--- src/rtl/rng_gen_if.sv ---
// Bounded-draw handshake bundle for rng_gen.
// Request side and result side, each valid/ready.
interface rng_gen_if #(
   parameter int CW = 4
);
   logic          req_valid;
   logic          req_ready;
   logic          out_valid;
   logic          out_ready;
   logic [CW-1:0] out_value;

   modport master (
      output req_valid,
      output out_ready,
      input  req_ready,
      input  out_valid,
      input  out_value
   );

   modport slave (
      input  req_valid,
      input  out_ready,
      output req_ready,
      output out_valid,
      output out_value
   );
endinterface

--- src/rtl/rng_gen.sv ---
// Parametrised Galois LFSR with seed load, step enable and a
// rejection-sampling bounded-draw engine with capped retries.
module rng_gen #(
   parameter int               WIDTH     = 12,
   parameter logic [WIDTH-1:0] TAPS      = 12'h829,
   parameter logic [WIDTH-1:0] SEED      = 12'hACE,
   parameter int               RANGE     = 10,
   parameter int               CW        = $clog2(RANGE),
   parameter int               MAX_TRIES = 4
) (
   input  logic             clk,
   input  logic             rst,
   input  logic             en,
   input  logic             seed_load,
   input  logic [WIDTH-1:0] seed_in,
   output logic [WIDTH-1:0] randy,
   rng_gen_if.slave         drw
);

   localparam int            TW   = $clog2(MAX_TRIES) + 1;
   localparam logic [TW-1:0] LAST = TW'(MAX_TRIES - 1);
   localparam logic [CW:0]   RNG  = (CW + 1)'(RANGE);
   localparam logic [CW-1:0] RLO  = CW'(RANGE);

   typedef enum logic [1:0] {
      IDLE,
      SAMPLE,
      HOLD
   } state_e;

   state_e            state_q, state_d;
   logic [WIDTH-1:0]  lfsr_q, lfsr_d;
   logic [WIDTH-1:0]  step_v;
   logic [TW-1:0]     tries_q, tries_d;
   logic              oval_q, oval_d;
   logic [CW-1:0]     ovalue_q, ovalue_d;
   logic [CW-1:0]     low;

   assign step_v = {1'b0, lfsr_q[WIDTH-1:1]}
                 ^ (lfsr_q[0] ? TAPS : '0);
   assign low    = lfsr_q[CW-1:0];

   // Zero seed is replaced so the lockup state is unreachable.
   always_comb begin
      lfsr_d = lfsr_q;
      if (seed_load) begin
         lfsr_d = (seed_in == '0) ? SEED : seed_in;
      end else if (en || (state_q == SAMPLE)) begin
         lfsr_d = step_v;
      end
   end

   always_comb begin
      state_d  = state_q;
      tries_d  = tries_q;
      oval_d   = oval_q;
      ovalue_d = ovalue_q;
      unique case (state_q)
         IDLE: begin
            if (drw.req_valid) begin
               state_d = SAMPLE;
               tries_d = '0;
            end
         end
         SAMPLE: begin
            if ({1'b0, low} < RNG) begin
               ovalue_d = low;
               oval_d   = 1'b1;
               state_d  = HOLD;
            end else if (tries_q == LAST) begin
               // 2^CW < 2*RANGE, so one subtraction lands in range.
               ovalue_d = low - RLO;
               oval_d   = 1'b1;
               state_d  = HOLD;
            end else begin
               tries_d = tries_q + TW'(1);
            end
         end
         HOLD: begin
            if (drw.out_ready) begin
               oval_d  = 1'b0;
               state_d = IDLE;
            end
         end
         default: begin
            state_d = IDLE;
         end
      endcase
   end

   always_ff @(posedge clk) begin
      if (!rst) begin
         state_q  <= IDLE;
         lfsr_q   <= SEED;
         tries_q  <= '0;
         oval_q   <= 1'b0;
         ovalue_q <= '0;
      end else begin
         state_q  <= state_d;
         lfsr_q   <= lfsr_d;
         tries_q  <= tries_d;
         oval_q   <= oval_d;
         ovalue_q <= ovalue_d;
      end
   end

   assign randy         = lfsr_q;
   assign drw.req_ready = (state_q == IDLE);
   assign drw.out_valid = oval_q;
   assign drw.out_value = ovalue_q;

endmodule

--- src/flat_wrapper.sv ---
// flat-port wrapper written by rule: the top's interface ports become plain ports
module rng_gen_flat 
#(
   parameter int               WIDTH     = 12,
   parameter logic [WIDTH-1:0] TAPS      = 12'h829,
   parameter logic [WIDTH-1:0] SEED      = 12'hACE,
   parameter int               RANGE     = 10,
   parameter int               CW        = $clog2(RANGE),
   parameter int               MAX_TRIES = 4
)
  (clk, rst, en, seed_load, seed_in, randy, drw_req_valid, drw_out_ready, drw_req_ready, drw_out_valid, drw_out_value);
  rng_gen_if #(.CW(CW)) drw_i ();
  input  logic clk;
  input  logic rst;
  input  logic en;
  input  logic seed_load;
  input  logic [WIDTH-1:0] seed_in;
  output logic [WIDTH-1:0] randy;
  input wire logic [$bits(drw_i.req_valid)-1:0] drw_req_valid;
  input wire logic [$bits(drw_i.out_ready)-1:0] drw_out_ready;
  output wire logic [$bits(drw_i.req_ready)-1:0] drw_req_ready;
  output wire logic [$bits(drw_i.out_valid)-1:0] drw_out_valid;
  output wire logic [$bits(drw_i.out_value)-1:0] drw_out_value;
  assign drw_i.req_valid = drw_req_valid;
  assign drw_i.out_ready = drw_out_ready;
  assign drw_req_ready = drw_i.req_ready;
  assign drw_out_valid = drw_i.out_valid;
  assign drw_out_value = drw_i.out_value;
  rng_gen #(.WIDTH(WIDTH), .TAPS(TAPS), .SEED(SEED), .RANGE(RANGE), .CW(CW), .MAX_TRIES(MAX_TRIES)) u_core (.clk(clk), .rst(rst), .en(en), .seed_load(seed_load), .seed_in(seed_in), .randy(randy), .drw(drw_i));
endmodule
--- config.mk ---
export PLATFORM = sky130hd
export DESIGN_NAME = rng_gen_flat
export DESIGN_NICKNAME = d
export VERILOG_FILES = /design/src/rtl/rng_gen_if.sv /design/src/rtl/rng_gen.sv /design/src/flat_wrapper.sv
export SDC_FILE = /design/constraint.sdc
export NUM_CORES = 1
export LEC_CHECK = 0
export BUFFER_PORTS_ARGS = -buffer_cell sky130_fd_sc_hd__buf_2
export CAP_MARGIN = 20
export CORE_ASPECT_RATIO = 1.5
export CORE_MARGIN = 2
export CORE_UTILIZATION = 51
export CTS_BUF_LIST = sky130_fd_sc_hd__clkbuf_8
export CTS_CLUSTER_SIZE = 24
export DETAILED_ROUTE_END_ITERATION = 7
export GPL_TIMING_DRIVEN = 1
export HOLD_SLACK_MARGIN = 0.03
export PLACE_DENSITY = 0.85
export SLEW_MARGIN = 10
export SYNTH_ARGS = -nofsm -noshare
export SYNTH_HDL_FRONTEND = slang
export SYNTH_SLANG_ARGS = --single-unit
export TNS_END_PERCENT = 10
--- constraint.sdc ---
create_clock -name clk -period 1.9 [get_ports clk]
set_clock_uncertainty 0.05 [all_clocks]
set_input_delay 0 -clock clk [delete_from_list [all_inputs] [get_ports clk]]
set_output_delay 0 -clock clk [all_outputs]
set_load 0.02 [all_outputs]
==> out/metrics.csv, run 1 <==
stage;metric;value;unit
run_status;status;complete, no violations;
route;DRT Pass-1 Iters;4;
clocking;later-pin clock latency in the skew report;0.26;ns
cells_and_area;final core utilization;73.3;%
global_routing;GR Util met2;48.9;%
yosys;Async S/R FF share, synth;0;%
yosys;register area share after synthesis;41.3;%
job;max-cap viol count;0;
timing;Slew Limit Fails;0;
placement;IO Port Bufs;35;
placement;GPL Wtd Cong;0.816;
route;First DRT Iteration DRCs;31;
timing;min Tclk post-route;1.85;ns
worst_setup_path;R2R setup slack;0.05;ns
timing;Worst Tran Pin Value;0.473;ns
route;total number of vias;1179;
cells_and_area;fin area;1470;µm²
worst_setup_path;crit path launch type;flip-flop;
cells_and_area;register area;442;µm²
cells_and_area;layout cells sized above 1;24.9;%
clocking;clock buffer depth;2;
placement;Placement Cell Area;1250;µm²
yosys;ranking of synthesized cells by area;dfxtp_1 41%, a21oi_1 6.6%, a2bb2oi_1 5.8%;
yosys;most common flop cell mapped by yosys;dfxtp_1;
route;final wirelength;3090;µm
worst_setup_path;R2R cell count;6;
global_routing;number of global-route vias before repair;1132;
yosys;Post-synth EDFFs;0;
global_routing;largest net degree at the start of global routing;14;
worst_setup_path;Reg2Reg Launch Point;u_core.tries_q[0]$_SDFFE_PN0P_;
route;wire length per cell;15.2;µm
global_routing;GRT overflow;0;
cells_and_area;area occupied by multi-input gates;586;µm²
global_routing;GR met3 Demand/Resource;3.35;%
yosys;area share of the largest cell type after synthesis;41.3;%
worst_setup_path;critical path class;reg2reg;
floorplanning;IO Pins;36;
clocking;Num CTS Buffers;3;
cells_and_area;filler cell count;153;
clocking;clock sinks;22;
global_routing;met1 Resource Use GR;32.3;%
clocking;CTS Root Cell;clkbuf_8;
yosys;yosys warns;0;
cells_and_area;Layout Cells excl Fill;203;
timing;Hold WS;0.0529;ns
clocking;clk slew on worst S/H paths;0.08;ns
placement;detailed placer's ending HPWL;2000;µm
placement;Cells after DPL;185;
worst_setup_path;Worst Setup EP;u_core.tries_q[2]$_SDFFE_PN0P_;
floorplanning;DIE AREA;2480;µm²
yosys;cell taking the most area after synthesis;dfxtp_1;
floorplanning;Core Region;2000;µm²
floorplanning;Initial Util;53.2;%
global_routing;GR peak layer;met2;
placement;worst slack at placement;0.0691;ns
cells_and_area;Nets;203;
yosys;most common cell in the netlist;dfxtp_1;
route;Via density;5.81;
clocking;Post-CTS Setup Inserts;0;
worst_setup_path;CP arrival;1.99;ns
worst_setup_path;CP max FO;6;
yosys;flops & latches, synth;22;
worst_setup_path;R2R Path End;u_core.tries_q[2]$_SDFFE_PN0P_;
yosys;Netlist Area Pre-Place;1070;µm²
timing;fmax;541;MHz
cells_and_area;Layout area overhead;37.7;%
route;Post-DRT Antenna Nets;0;
yosys;synth cell count leaders;22 x dfxtp_1, 16 x nand2_1, 14 x a21oi_1;
power;Overall Power;1.23;mW
power;worst vdd rail ir drop;0.000961;V
yosys;Post-Synthesis Cells;131;
yosys;synth unique cells;32;
timing;Fin. Hold Viols;0;
worst_setup_path;critical path required time;2.04;ns
worst_setup_path;Setup crit start;u_core.tries_q[0]$_SDFFE_PN0P_;
timing;Final WS setup;0.0505;ns
timing;RSZ-0062 raised after global routing;false;
clocking;CTS tree;yes;
power;Pleak;0.632;nW
route;Remaining DRCs;0;
timing;Max-slew headroom;68.3;%
yosys;Avg Inst Size Synth;8.14;µm²
yosys;syn_nets;152;
global_routing;initial antenna violation count;0;
power;Cell Pwr Density;836;nW/µm²
floorplanning;die width;41.3;µm
worst_setup_path;Crit. End Element;flip-flop;
floorplanning;row count;20;
cells_and_area;antenna fix cells;0;
timing;Final Setup Violations;0;
floorplanning;Die Ht;60.0;µm
global_routing;GRT Overall Usage;29.0;%
global_routing;global-route wire length before repair;4880;µm
timing;setup_tns;0;ns
clocking;H-tree depth;1;
worst_hold_path;Hold Path Class;in2reg;
timing;period utilization;97.3;%
[state kept, by name (all words and copies together) (netlist names)]
signal and cells:
u_core.drw.out_valid 1, u_core.drw.out_value 4, u_core.randy 12, u_core.state_q 2, u_core.tries_q 3
[layout by cell type (no fill, tap or decap), types with 5 or more instances in the layout]
cell type / n
buf_2: 35
dfxtp_1: 21
nand2_1: 16
a21oi_1: 14
dlygate4sd3_1: 14
o21ai_0: 11
nor2_1: 9
a2bb2oi_1: 7
nand3_1: 6
inv_1: 5
a31oi_1: 5
[cell families (layout without fill, tap and decap cells)]
| group | after synthesis | after routing | share of synthesized area (%) |
|---|---|---|---|
| adder cells (fa/ha/maj) | 3 | 3 | 3.52 |
| buffers and inverters | 10 | 60 | 3.75 |
| AO/OA/AOI/OAI | 45 | 45 | 26.3 |
| AND/OR/NAND/NOR | 47 | 47 | 21.6 |
| XOR/XNOR | 2 | 2 | 1.64 |
| multiplexers | 2 | 2 | 1.88 |
| flip-flops | 22 | 22 | 41.3 |
[power by group]
group	internal (mW)	total (mW)	switching, mW
Combinational	0.109	0.258	0.149
Sequential	0.495	0.534	0.0397
Clock	0.281	0.434	0.153
Total	0.884	1.23	0.342
[repair_timing]
action | 4_1_cts | 5_1_grt
endpoints found under the setup margin | 0 | 1
gates resized for setup | 0 | 1
endpoints found under the hold margin | 14 | 0
hold buffers | 14 | 0
[metal layers]
metal  vias to the layer above  wire [µm]  part of all wire [%]
met5                         -          0                     0
met4                         0        138                   4.5
met3                        14        180                   5.8
met2                        62       1620                    52
met1                       528       1150                    37
li1                        575          -                     -
[cell type report]
class,count,area share [%]
Timing Repair Buffer,49,21.5
Sequential cell,22,30.1
Multi-Input combinational cell,99,39.9
Inverter,7,1.79
Clock inverter,1,2.05
Clock buffer,3,2.81
Tap cell,22,1.88
[worst min path at each step]
stage / start / slack (ns) / cells past startpoint / to
3_5_place_dp: drw_out_ready / 0.18 / 2 / u_core.drw.out_valid$_SDFFE_PN0P_
6_report: seed_load / 0.05 / 4 / u_core.randy[3]$_SDFFE_PN1P_
4_1_cts: seed_in[10] / 0.03 / 3 / u_core.randy[10]$_SDFFE_PN0P_
3_3_place_gp: drw_out_ready / 0.17 / 2 / u_core.drw.out_valid$_SDFFE_PN0P_
5_1_grt: seed_load / 0.08 / 4 / u_core.randy[9]$_SDFFE_PN1P_
2_1_floorplan: drw_out_ready / 0.07 / 1 / u_core.drw.out_valid$_SDFFE_PN0P_
[worst max-delay path, cell delays in order (launching register included)]
cell,delay [ns]
dfxtp_2,0.34
ha_1,0.20
ha_1,0.17
nand2b_2,0.19
or2_4,0.27
or3_1,0.33
a211oi_2,0.22
No activity file was read; power rests on OpenSTA's default activity.
==> run 2, diff against run 1 <==
--- a/config.mk
+++ b/config.mk
@@ -11,11 +11,10 @@
 export CORE_MARGIN = 2
 export CORE_UTILIZATION = 51
 export CTS_BUF_LIST = sky130_fd_sc_hd__clkbuf_8
-export CTS_CLUSTER_SIZE = 24
 export DETAILED_ROUTE_END_ITERATION = 7
 export GPL_TIMING_DRIVEN = 1
 export HOLD_SLACK_MARGIN = 0.03
-export PLACE_DENSITY = 0.85
+export PLACE_DENSITY_LB_ADDON = 0.25
 export SLEW_MARGIN = 10
 export SYNTH_ARGS = -nofsm -noshare
 export SYNTH_HDL_FRONTEND = slang
==> out/metrics.csv, run 2 (same netlist as run 1, synthesis figures left out) <==
stage;metric;value;unit;change
placement;Cells after DPL;185;;unchanged
route;DRT Pass-1 Iters;4;;unchanged
timing;Final Setup Violations;0;;unchanged
clocking;clk slew on worst S/H paths;0.08;ns;about the same
timing;Max-slew headroom;66.3;%;was 68.3%
global_routing;global-route wire length before repair;4710;µm;was 4880 µm
cells_and_area;max reg flops;12;;unchanged
worst_setup_path;CP max FO;6;;unchanged
clocking;Post-CTS Setup Inserts;0;;unchanged
job;max-cap viol count;0;;unchanged
floorplanning;die width;41.3;µm;unchanged
global_routing;number of global-route vias before repair;1131;;was 1132
timing;Fin. Hold Viols;0;;unchanged
route;wire length per cell;15.1;µm;was 15.2 µm
timing;period utilization;95.3;%;was 97.3%
route;total number of vias;1187;;was 1179
cells_and_area;commonest non-fill, non-tap cell in the layout;buf_2;;unchanged
power;Pleak;0.630;nW;was 0.632 nW
placement;GPL Wtd Cong;0.828;;was 0.816
global_routing;initial antenna violation count;0;;unchanged
cells_and_area;filler cell count;159;;was 153
clocking;CTS Root Cell;clkbuf_8;;unchanged
power;Cell Pwr Density;773;nW/µm²;was 836 nW/µm²
global_routing;GRT overflow;0;;unchanged
floorplanning;Core Region;2000;µm²;unchanged
timing;Worst Tran Pin Value;0.503;ns;was 0.473 ns
clocking;clock buffer depth;2;;unchanged
worst_setup_path;critical path class;reg2reg;;unchanged
worst_setup_path;CP arrival;1.95;ns;was 1.99 ns
route;Via density;5.82;;was 5.81
floorplanning;Initial Util;53.2;%;unchanged
cells_and_area;layout cells sized above 1;24.7;%;was 24.9%
worst_hold_path;Hold Path Class;in2reg;;unchanged
route;final wirelength;3090;µm;about the same
worst_setup_path;slowest stage delay, CP;0.34;ns;about the same
global_routing;largest net degree at the start of global routing;13;;was 14
timing;RSZ-0062 raised after global routing;false;;unchanged
timing;fmax;552;MHz;was 541 MHz
cells_and_area;Layout Cells excl Fill;204;;was 203
floorplanning;row count;20;;unchanged
cells_and_area;Layout area overhead;37.6;%;was 37.7%
timing;setup_tns;0;ns;unchanged
worst_setup_path;Most common cell on crit path;ha_1;;unchanged
route;First DRT Iteration DRCs;44;;was 31
floorplanning;IO Pins;36;;unchanged
worst_setup_path;CP Cell Sequence;ha_1, ha_1, nand2b_4, or2_4, or3_1, a211oi_2;;was ha_1, ha_1, nand2b_2, or2_4, or3_1, a211oi_2
worst_setup_path;Crit. End Element;flip-flop;;unchanged
clocking;clock sinks;22;;unchanged
worst_setup_path;crit path launch type;flip-flop;;unchanged
clocking;H-tree depth;1;;unchanged
power;worst vdd rail ir drop;0.000607;V;was 0.000961 V
worst_setup_path;R2R setup slack;0.09;ns;was 0.05 ns
placement;IO Port Bufs;35;;unchanged
route;Post-DRT Antenna Nets;0;;unchanged
floorplanning;Die Ht;60.0;µm;unchanged
worst_setup_path;critical path required time;2.04;ns;about the same
placement;detailed placer's ending HPWL;2080;µm;was 2000 µm
run_status;status;complete, no violations;;unchanged
timing;Slew Limit Fails;0;;unchanged
clocking;later-pin clock latency in the skew report;0.26;ns;about the same
clocking;CTS tree;yes;;unchanged
timing;min Tclk post-route;1.81;ns;was 1.85 ns
cells_and_area;antenna fix cells;0;;unchanged
clocking;Num CTS Buffers;3;;unchanged
cells_and_area;commonest cells after routing, fill and taps aside;35 x buf_2, 21 x dfxtp_1, 16 x nand2_1;;unchanged
global_routing;GRT Overall Usage;27.9;%;was 29.0%
cells_and_area;Nets;204;;was 203
worst_setup_path;CP max-delay cell;dfxtp_2;;unchanged
route;Remaining DRCs;0;;unchanged
floorplanning;DIE AREA;2480;µm²;unchanged
run 2: repair_timing:
| item | in CTS | in global routing |
|---|---|---|
| endpoints found under the hold margin | 15 | 0 |
| setup endpoints to repair | 0 | 1 |
| hold buffers | 15 | 0 |
| resized for setup | 0 | 2 |
run 2: per-layer routing:
metal  up-vias  share of wire, %  track usage (%)
met1       540                39             29.6
met5         -                 0                0
met4         0               4.4             17.1
met2        56                52             48.2
met3        15               4.5             4.09
li1        576                 -                -
run 2: stage by stage:
stage / setup WS, ns / hold slack, ns / area, µm² / utilization (%) / total power [mW]
final: 0.0900 / 0.0413 / 1470 / 73.3 / 1.13
after global routing: 0.0179 / 0.0516 / 1470 / 73.3 / 1.18
after CTS: 0.0537 / 0.0462 / 1460 / 72.9 / 1.13
after detailed placement: 0.0705 / 0.185 / 1250 / 62.7 / 0.774
after global placement: 0.127 / 0.172 / 1250 / 62.7 / 0.767
after floorplan: 0.162 / 0.0670 / 1070 / - / 0.690
run 2: worst paths after layout:
| check | end | cells after the start | startpoint |
|---|---|---|---|
| setup / recovery | u_core.tries_q[2]$_SDFFE_PN0P_ | 6 | u_core.tries_q[0]$_SDFFE_PN0P_ |
| hold / removal | u_core.randy[8]$_SDFFE_PN0P_ | 3 | seed_in[8] |
| setup reg to reg | u_core.tries_q[2]$_SDFFE_PN0P_ | 6 | u_core.tries_q[0]$_SDFFE_PN0P_ |
| hold reg to reg | u_core.drw.out_value[3]$_SDFFE_PN0P_ | 2 | u_core.drw.out_value[3]$_SDFFE_PN0P_ |
run 2: where the power goes:
group,switching [mW],total (mW),internal [mW]
clock,0.153,0.338,0.185
sequential,0.0413,0.536,0.495
combinational,0.149,0.260,0.111
run 2: critical path, delay by kind of cell (launching register included):
kind | cells | cell delay (ns)
compound gates | 1 | 0.20
fa+ha+maj | 2 | 0.38
flops | 1 | 0.34
simple gates | 3 | 0.76
run 2: area by class of cell:
cell class              count  area, µm²  share of cell area [%]
multi-input cells          99        591                    40.3
flip-flops and latches     22        442                    30.1
repair buffers             50        325                    22.2
clock buffers               4       55.1                    3.75
well taps                  22       27.5                    1.88
inverters                   7       26.3                    1.79
==> run 3, diff against run 2 <==
--- a/config.mk
+++ b/config.mk
@@ -7,9 +7,11 @@
 export LEC_CHECK = 0
 export BUFFER_PORTS_ARGS = -buffer_cell sky130_fd_sc_hd__buf_2
 export CAP_MARGIN = 20
+export CELL_PAD_IN_SITES_DETAIL_PLACEMENT = 1
+export CELL_PAD_IN_SITES_GLOBAL_PLACEMENT = 2
 export CORE_ASPECT_RATIO = 1.5
 export CORE_MARGIN = 2
-export CORE_UTILIZATION = 51
+export CORE_UTILIZATION = 28
 export CTS_BUF_LIST = sky130_fd_sc_hd__clkbuf_8
 export DETAILED_ROUTE_END_ITERATION = 7
 export GPL_TIMING_DRIVEN = 1
==> out/metrics.csv, run 3 (same netlist as run 1, synthesis figures left out) <==
stage;metric;value;unit;change
cells_and_area;Layout Cells excl Fill;226;;was 204
floorplanning;Initial Util;29.2;%;was 53.2%
timing;Max-slew headroom;66.4;%;was 66.3%
cells_and_area;fin area;1520;µm²;was 1470 µm²
global_routing;global-route wire length before repair;5750;µm;was 4710 µm
floorplanning;DIE AREA;4330;µm²;was 2480 µm²
clocking;clk slew on worst S/H paths;0.09;ns;was 0.08 ns
route;DRT Pass-1 Iters;4;;unchanged
worst_setup_path;CP Buf/Inv Count;0;;unchanged
cells_and_area;antenna fix cells;0;;unchanged
global_routing;GRT Overall Usage;18.3;%;was 27.9%
worst_setup_path;CP Cell Sequence;ha_1, ha_1, nand2b_4, or2_4, or3_1, a211oi_2;;unchanged
power;worst vdd rail ir drop;0.000346;V;was 0.000607 V
power;Pleak;0.642;nW;was 0.630 nW
clocking;clock sinks;22;;unchanged
route;total number of vias;1181;;was 1187
worst_setup_path;Crit. End Element;flip-flop;;unchanged
timing;Worst Tran Pin Value;0.501;ns;was 0.503 ns
worst_setup_path;CP arrival;1.98;ns;was 1.95 ns
power;internal power;0.890;mW;was 0.790 mW
floorplanning;Core Region;3650;µm²;was 2000 µm²
global_routing;GRT overflow;0;;unchanged
route;Remaining DRCs;0;;unchanged
timing;Final Setup Violations;0;;unchanged
clocking;Num CTS Buffers;3;;unchanged
clocking;H-tree depth;1;;unchanged
clocking;CTS Root Cell;clkbuf_8;;unchanged
timing;period utilization;96.7;%;was 95.3%
route;First DRT Iteration DRCs;7;;was 44
cells_and_area;layout cells sized above 1;25.1;%;was 24.7%
worst_hold_path;Hold Path Class;in2reg;;unchanged
power;Overall Power;1.25;mW;was 1.13 mW
worst_setup_path;CP max FO;5;;was 6
cells_and_area;Nets;205;;was 204
route;Via density;5.23;;was 5.82
placement;IO Port Bufs;35;;unchanged
route;Post-DRT Antenna Nets;0;;unchanged
clocking;clock buffer depth;2;;unchanged
worst_setup_path;CP max-delay cell;dfxtp_2;;unchanged
worst_setup_path;critical path class;reg2reg;;unchanged
worst_setup_path;Top delay family on crit path;simple AND/OR/NAND/NOR gates;;unchanged
job;max-cap viol count;0;;unchanged
timing;setup_tns;0;ns;unchanged
power;Sw Ratio;28.7;%;was 30.3%
placement;GPL Wtd Cong;0.750;;was 0.828
timing;Slew Limit Fails;0;;unchanged
power;Comb pwr share;21.2;%;was 22.9%
power;Clock Power Share;35.9;%;was 29.8%
power;Cell Pwr Density;823;nW/µm²;was 773 nW/µm²
run_status;status;complete, no violations;;unchanged
timing;Fin. Hold Viols;0;;unchanged
placement;detailed placer's ending HPWL;2630;µm;was 2080 µm
global_routing;initial antenna violation count;0;;unchanged
route;wire length per cell;15.2;µm;was 15.1 µm
floorplanning;Die Ht;79.6;µm;was 60.0 µm
clocking;later-pin clock latency in the skew report;0.27;ns;was 0.26 ns
worst_setup_path;crit path launch type;flip-flop;;unchanged
timing;fmax;544;MHz;was 552 MHz
route;final wirelength;3430;µm;was 3090 µm
worst_setup_path;slowest stage delay, CP;0.35;ns;was 0.34 ns
cells_and_area;commonest non-fill, non-tap cell in the layout;buf_2;;unchanged
placement;Placement Cell Area;1280;µm²;was 1250 µm²
power;Reg power frac;42.9;%;was 47.3%
cells_and_area;max reg flops;12;;unchanged
placement;Cells after DPL;206;;was 185
timing;min Tclk post-route;1.84;ns;was 1.81 ns
floorplanning;row count;27;;was 20
floorplanning;IO Pins;36;;unchanged
global_routing;largest net degree at the start of global routing;14;;was 13
floorplanning;die width;54.4;µm;was 41.3 µm
worst_setup_path;critical path required time;2.04;ns;about the same
worst_setup_path;Most common cell on crit path;ha_1;;unchanged
cells_and_area;commonest cells after routing, fill and taps aside;35 x buf_2, 21 x dfxtp_1, 16 x nand2_1;;unchanged
cells_and_area;filler cell count;456;;was 159
global_routing;number of global-route vias before repair;1197;;was 1131
cells_and_area;Layout area overhead;42.3;%;was 37.6%
timing;Hold WS;0.0451;ns;was 0.0413 ns
clocking;CTS tree;yes;;unchanged
power;sw power;0.358;mW;was 0.344 mW
## run 3: cell count changes in the layout (fill, tap and decap cells not counted), sizes merged
cell    previous run  this run
clkbuf             4         3
buf               35        36
bufinv             0         1
## run 3: layout make-up
| cell class | instances | area [µm²] | share of cell area, % |
|---|---|---|---|
| Multi-Input combinational cell | 99 | 591 | 38.9 |
| Sequential cell | 22 | 442 | 29.1 |
| Timing Repair Buffer | 51 | 333 | 21.9 |
| Tap cell | 43 | 53.8 | 3.55 |
| Clock buffer | 3 | 41.3 | 2.72 |
| Clock inverter | 1 | 30.0 | 1.98 |
| Inverter | 7 | 26.3 | 1.73 |
## run 3: per-stage QoR
step	worst slack, ns	util, %
after floorplan	0.162	-
after global placement	0.115	35.1
after detailed placement	0.0361	35.1
after CTS	0.0128	41.2
after global routing	-0.00455	41.6
final	0.0630	41.6
## run 3: metal layers
layer  share of wire (%)  GRT usage (%)  up-vias
li1                    -              -      583
met1                  38           19.8      565
met4                 1.3           6.00        0
met5                   0              0        -
met2                  58           34.7       28
met3                 3.4           1.69        5
## run 3: timing repair
item	4_1_cts	5_1_grt
buffers inserted	0	1
resized for setup	1	1
hold buffers	15	0
pin swaps	0	1
setup endpoints to repair	1	2
hold endpoints to repair	14	0
## run 3: power by group through the flow
stage	combinational [mW]	sequential (mW)	clock [mW]
after floorplan	0.124	0.566	0
after global placement	0.235	0.544	0
after detailed placement	0.239	0.546	0
after CTS	0.263	0.535	0.455
after global routing	0.296	0.543	0.474
final	0.265	0.535	0.448
## run 3: worst paths after layout
check / from / to / slack [ns] / cells past startpoint
setup / recovery: u_core.tries_q[0]$_SDFFE_PN0P_ / u_core.tries_q[2]$_SDFFE_PN0P_ / 0.06 / 6
hold / removal: seed_in[4] / u_core.randy[4]$_SDFFE_PN0P_ / 0.05 / 3
setup reg to reg: u_core.tries_q[0]$_SDFFE_PN0P_ / u_core.tries_q[2]$_SDFFE_PN0P_ / 0.06 / 6
hold reg to reg: u_core.randy[11]$_SDFFE_PN1P_ / u_core.randy[11]$_SDFFE_PN1P_ / 0.44 / 2
## run 3: worst min-delay path: stages
cell,delay (ns)
buf_2,0.10
o21ai_0,0.09
a31oi_1,0.13
